### config.mk
export PLATFORM = sky130hd
export DESIGN_NAME = alu_serial_sequencer
export DESIGN_NICKNAME = d
export VERILOG_FILES = /design/src/rtl/alu_serial_sequencer.sv
export SDC_FILE = /design/constraint.sdc
export NUM_CORES = 1
export LEC_CHECK = 0
export ABC_AREA = 1
export CAP_MARGIN = 20
export CORE_MARGIN = 8
export CORE_UTILIZATION = 40
export DETAILED_ROUTE_END_ITERATION = 10
export MAX_ROUTING_LAYER = met4
export PLACE_DENSITY = 0.7
export SLEW_MARGIN = 20
export SYNTH_ARGS = -nofsm -noshare
export SYNTH_HDL_FRONTEND = slang
export SYNTH_SLANG_ARGS = --single-unit
### constraint.sdc
create_clock -name clk -period 2.7 [get_ports clk]
set_input_delay 0.54 -clock clk [delete_from_list [all_inputs] [get_ports clk]]
set_output_delay 0.54 -clock clk [all_outputs]
set_load 0.1 [all_outputs]
### src/rtl/alu_serial_sequencer.sv
// Bit-serial initiator for an external 1-bit ALU slice: walks a WIDTH-bit request LSB first,
// chains the slice carry between cycles and assembles result, carry, overflow, zero and SLT.
module alu_serial_sequencer #(
  parameter int WIDTH = 32
) (
  input  logic             clk,
  input  logic             reset,
  input  logic             start,
  input  logic [WIDTH-1:0] a_in,
  input  logic [WIDTH-1:0] b_in,
  input  logic [2:0]       alu_op,
  output logic             busy,
  output logic             done,
  output logic [WIDTH-1:0] result,
  output logic             carry_out,
  output logic             overflow,
  output logic             zero,
  output logic             err,
  output logic             slice_a,
  output logic             slice_b,
  output logic             slice_carry_in,
  output logic             slice_less,
  output logic [2:0]       slice_alu_op,
  input  logic             slice_result,
  input  logic             slice_carry_out
);

  localparam int IDX_W = (WIDTH > 1) ? $clog2(WIDTH) : 1;

  localparam logic [2:0] OP_AND = 3'b000;
  localparam logic [2:0] OP_OR  = 3'b001;
  localparam logic [2:0] OP_ADD = 3'b010;
  localparam logic [2:0] OP_SUB = 3'b110;
  localparam logic [2:0] OP_SLT = 3'b111;

  typedef enum logic [1:0] {
    IDLE = 2'd0,
    RUN  = 2'd1,
    DONE = 2'd2
  } state_t;

  state_t r_state;
  state_t w_nextState;

  logic [WIDTH-1:0] r_a;
  logic [WIDTH-1:0] r_b;
  logic [2:0]       r_op;
  logic [IDX_W-1:0] r_idx;
  logic             r_carry;
  logic [WIDTH-1:0] r_result;
  logic             r_carryOut;
  logic             r_overflow;
  logic             r_zero;
  logic             r_err;

  logic             w_accept;
  logic             w_lastBit;
  logic             w_legal;
  logic             w_arith;
  logic             w_addSub;
  logic             w_ovf;
  logic [2:0]       w_sliceOp;
  logic [WIDTH-1:0] w_finalResult;

  // A start in DONE is accepted too, which gives back-to-back operation.
  assign w_accept  = start && (r_state != RUN);
  assign w_lastBit = (r_state == RUN) && (r_idx == IDX_W'(WIDTH - 1));
  assign w_legal   = (r_op == OP_AND) || (r_op == OP_OR) || (r_op == OP_ADD) ||
                     (r_op == OP_SUB) || (r_op == OP_SLT);
  assign w_arith   = (r_op == OP_ADD) || (r_op == OP_SUB) || (r_op == OP_SLT);
  assign w_addSub  = (r_op == OP_ADD) || (r_op == OP_SUB);
  // On the MSB cycle r_carry is the carry into the MSB, so this is the signed overflow.
  assign w_ovf     = r_carry ^ slice_carry_out;

  always_comb begin
    w_sliceOp = r_op;
    if (!w_legal) begin
      w_sliceOp = OP_AND;
    end else if (r_op == OP_SLT) begin
      w_sliceOp = OP_SUB;
    end
  end

  always_comb begin
    w_finalResult        = r_result;
    w_finalResult[r_idx] = slice_result;
    case (r_op)
      OP_AND, OP_OR, OP_ADD, OP_SUB: ;
      OP_SLT:  w_finalResult = {{(WIDTH-1){1'b0}}, slice_result ^ w_ovf};
      default: w_finalResult = '0;
    endcase
  end

  always_ff @(posedge clk) begin
    if (reset) begin
      r_state <= IDLE;
    end else begin
      r_state <= w_nextState;
    end
  end

  always_comb begin
    w_nextState = r_state;
    case (r_state)
      IDLE:    if (start) w_nextState = RUN;
      RUN:     if (w_lastBit) w_nextState = DONE;
      DONE:    w_nextState = start ? RUN : IDLE;
      default: w_nextState = IDLE;
    endcase
  end

  always_comb begin
    busy           = (r_state == RUN);
    done           = (r_state == DONE);
    slice_a        = 1'b0;
    slice_b        = 1'b0;
    slice_carry_in = 1'b0;
    slice_less     = 1'b0;
    slice_alu_op   = 3'b000;
    if (r_state == RUN) begin
      slice_a        = r_a[r_idx];
      slice_b        = r_b[r_idx];
      slice_carry_in = r_carry;
      slice_alu_op   = w_sliceOp;
    end
  end

  // Operand capture, per-bit sampling, and final flag evaluation on the MSB edge.
  always_ff @(posedge clk) begin
    if (reset) begin
      r_a        <= '0;
      r_b        <= '0;
      r_op       <= 3'b000;
      r_idx      <= '0;
      r_carry    <= 1'b0;
      r_result   <= '0;
      r_carryOut <= 1'b0;
      r_overflow <= 1'b0;
      r_zero     <= 1'b1;
      r_err      <= 1'b0;
    end else if (w_accept) begin
      r_a        <= a_in;
      r_b        <= b_in;
      r_op       <= alu_op;
      r_idx      <= '0;
      r_carry    <= alu_op[2];
      r_result   <= '0;
      r_carryOut <= 1'b0;
      r_overflow <= 1'b0;
      r_zero     <= 1'b1;
      r_err      <= 1'b0;
    end else if (r_state == RUN) begin
      r_result[r_idx] <= slice_result;
      r_carry         <= slice_carry_out;
      r_idx           <= r_idx + IDX_W'(1);
      if (w_lastBit) begin
        r_result   <= w_finalResult;
        r_zero     <= (w_finalResult == '0);
        r_err      <= !w_legal;
        r_carryOut <= w_arith ? slice_carry_out : 1'b0;
        r_overflow <= w_addSub ? w_ovf : 1'b0;
      end
    end
  end

  assign result    = r_result;
  assign carry_out = r_carryOut;
  assign overflow  = r_overflow;
  assign zero      = r_zero;
  assign err       = r_err;

endmodule

==> flow_metrics.env <==
export IMPL_end_kind="primary output"
export IMPL_finalMaxSlewViolations=0
export IMPL_post_cts_buffers=0
export IMPL_worst_slew_pin_slew_ns=0.666
export IMPL_ys_warn_count=0
export IMPL_hp_class="register to register"
export IMPL_detailed_place_area_um2=6850
export IMPL_ys_ff_latch=111
export IMPL_cp_arrival_ns=1.99
export IMPL_synth_flop_cell="dfxtp_1"
export IMPL_setup_worst_path_class="register to primary output"
export IMPL_cp_slowest_cell="dfxtp_1"
export IMPL_drive_gt1_share_pct=10.3
export IMPL_power_leakage_nw=2.88
export IMPL_fp_dieW_um=134
export IMPL_port_buffers=115
export IMPL_core_area_um2=13800
export IMPL_clockBufferDepth=2
export IMPL_yosysMostFrequentCell="nor2_1"
export IMPL_skew_ns=0.00840
export IMPL_grtUsageTotal_pct=18.5
export IMPL_gp_congestion=0.841
export IMPL_setup_violations=0
export IMPL_synth_distinct_cells=25
export IMPL_antenna_found_initial=0
export IMPL_final_util_pct=51.9
export IMPL_rrSetupSlack_ns=0.37
export IMPL_first_global_vias=5517
export IMPL_ant_nets=0
export IMPL_cp_start_kind="register"
export IMPL_hold_viol=0
export IMPL_io_pins=117
export IMPL_grt_overflow=0
export IMPL_outcome="complete, no violations"
export IMPL_area_growth_synth_to_final_pct=28.1
export IMPL_cp_required_ns=2.16
export IMPL_n_antenna_cell=0
export IMPL_setup_tns_ns=0
export IMPL_path_clk_slew_ns=0.07
export IMPL_dpl_hpwl_um=11600
export IMPL_dr_first_iter_drc_count=575
export IMPL_min_period_ns=2.53
export IMPL_finalPower_mw=3.69
export IMPL_min_path_cells=2
export IMPL_syn_num_nets=939
export IMPL_synth_edff_count=0
export IMPL_vias=5724
export IMPL_fmax_ghz=0.395
export IMPL_regToRegEndpoint="zero"
export IMPL_htree_num_levels=3
export IMPL_die_area_um2=18000
export IMPL_rows=43
export IMPL_numCtsBuffers=9
export IMPL_wl_per_cell_um=14.4
export IMPL_start_util_pct=40.5
export IMPL_dr_pass1_iters=5
export IMPL_crit_fanout=10
export IMPL_cts_tree="done"
export IMPL_seq_area_frac_synth_pct=39.8
export IMPL_drc_errors=0
export IMPL_cts_sinks=111
export IMPL_slew_headroom_pct=55.6
export IMPL_reg2reg_depth=10
export IMPL_synthDominantCellAreaShare_pct=39.8
export IMPL_insertion_delay_ns=0.35
export IMPL_worstHoldStart="carry_out"
export IMPL_vias_per_cell=5.08
export IMPL_max_cap_violations=0
export IMPL_avgSynthCellArea_um2=6.48
export IMPL_die_h_um=134
export IMPL_finalNetCount=1020
export IMPL_async_flop_share_pct=0
export IMPL_yosys_top_cells_count="nor2_1, nand2_1, dfxtp_1, nand3_1, o21ai_0"
export IMPL_p_per_area_nw_per_um2=516
export IMPL_cts_hold_fix_buffers=0
export IMPL_min_to="carry_out"
export IMPL_crit_path_start="r_idx[1]"
export IMPL_cts_root_buf="clkbuf_16"
export IMPL_synth_area_um2=5580
export IMPL_syn_inst=862
export IMPL_yosysTopAreaCell="dfxtp_1"
export IMPL_grt_pass1_wl_um=26600
export IMPL_grt_setup_unrepaired="no"
export IMPL_slowest_delay_ns=0.31
export IMPL_routed_wl_um=16200
export IMPL_synth_area_top_cells="dfxtp_1, nor2_1, nand3_1, o21ai_0, nand2_1"
export IMPL_finalCritPeriodShare_pct=93.7
export IMPL_crit_chain="inv_1 -> buf_4 -> o21ai_0 -> o22ai_1 -> nand3_1 -> nand4_1 -> o21a_1 -> buf_12"
export IMPL_r2r_start="r_idx[1]"
export IMPL_grt_max_degree=69
export IMPL_final_area_um2=7150
export IMPL_vdd_ir_drop_worst_uv=376
-- per-stage QoR --
stage,std cells,setup WS (ns),hold WS (ns)
2_1_floorplan,862,-0.277,0.449
3_3_place_gp,1112,0.268,0.457
3_5_place_dp,1112,0.237,0.462
4_1_cts,1126,0.0512,0.472
5_1_grt,1126,0.0389,0.503
6_report,1126,0.171,0.479
-- worst max-delay path: cells and delay by family (launching register included) --
kind / cells / cell delay, ns
compound gates: 3 / 0.47
simple gates: 2 / 0.23
flops: 1 / 0.31
buf+inv: 3 / 0.62
-- kinds of logic after synthesis --
kind of cell | after synthesis | synth area share [%]
buf+inv | 118 | 8.63
fa+ha+maj | 5 | 1.12
other cells | 1 | 0.0672
compound gates | 168 | 15.6
simple gates | 459 | 34.8
flops | 111 | 39.8
-- cell type report --
class	instances	area (um2)
Clock buffer	10	229
Clock inverter	4	57.6
Fill cell	1420	6620
Inverter	54	203
Multi-Input combinational cell	633	2910
Sequential cell	111	2230
Tap cell	180	225
Timing Repair Buffer	134	1300
-- worst max-delay path by stage --
stage,slack [ns],to,cells after the start
3_3_place_gp,0.27,slice_a,6
2_1_floorplan,-0.28,slice_alu_op[0],5
4_1_cts,0.05,slice_a,6
6_report,0.17,slice_a,8
5_1_grt,0.04,slice_a,8
3_5_place_dp,0.24,zero,8
-- metal layers --
metal  vias to the layer above  GRT usage (%)  wire (um)
met5                         -              -          0
met4                         0           5.74        292
li1                       2988              -          -
met1                      2531           22.2       7400
met2                       181           29.9       7560
met3                        24           4.90        916
-- report_power, final --
part	total, mW	internal (mW)	switching, mW
Combinational	0.589	0.238	0.352
Sequential	1.78	1.73	0.0500
Clock	1.32	0.718	0.605
-- sequential cells by signal, summed over array words and instances, names as in the netlist --
register and count:
err 1, overflow 1, r_state 2, zero 1
r_idx 5, r_b 32, r_a 32, result 32
r_op 3, carry_out 1, r_carry 1
-- placed cells by master (no fill, tap or decap), drive strengths merged --
master	instances
buf	63
clkbuf	10
nand3	106
o21a	2
conb	1
inv	55
dfxtp	111
nor4	1
clkinv	1
bufinv	1
ha	5
clkinvlp	1
o21ai	106
nand4	18
nor3	6
clkdlybuf4s50	71
a21oi	43
nand2	135
nor2	193
o22ai	17
-- what timing repair did --
action                     in CTS  in global routing
setup endpoints to repair       2                  2
hold endpoints to repair        0                  0
gates resized for setup         3                  4
(Power assumes the default switching activity.)
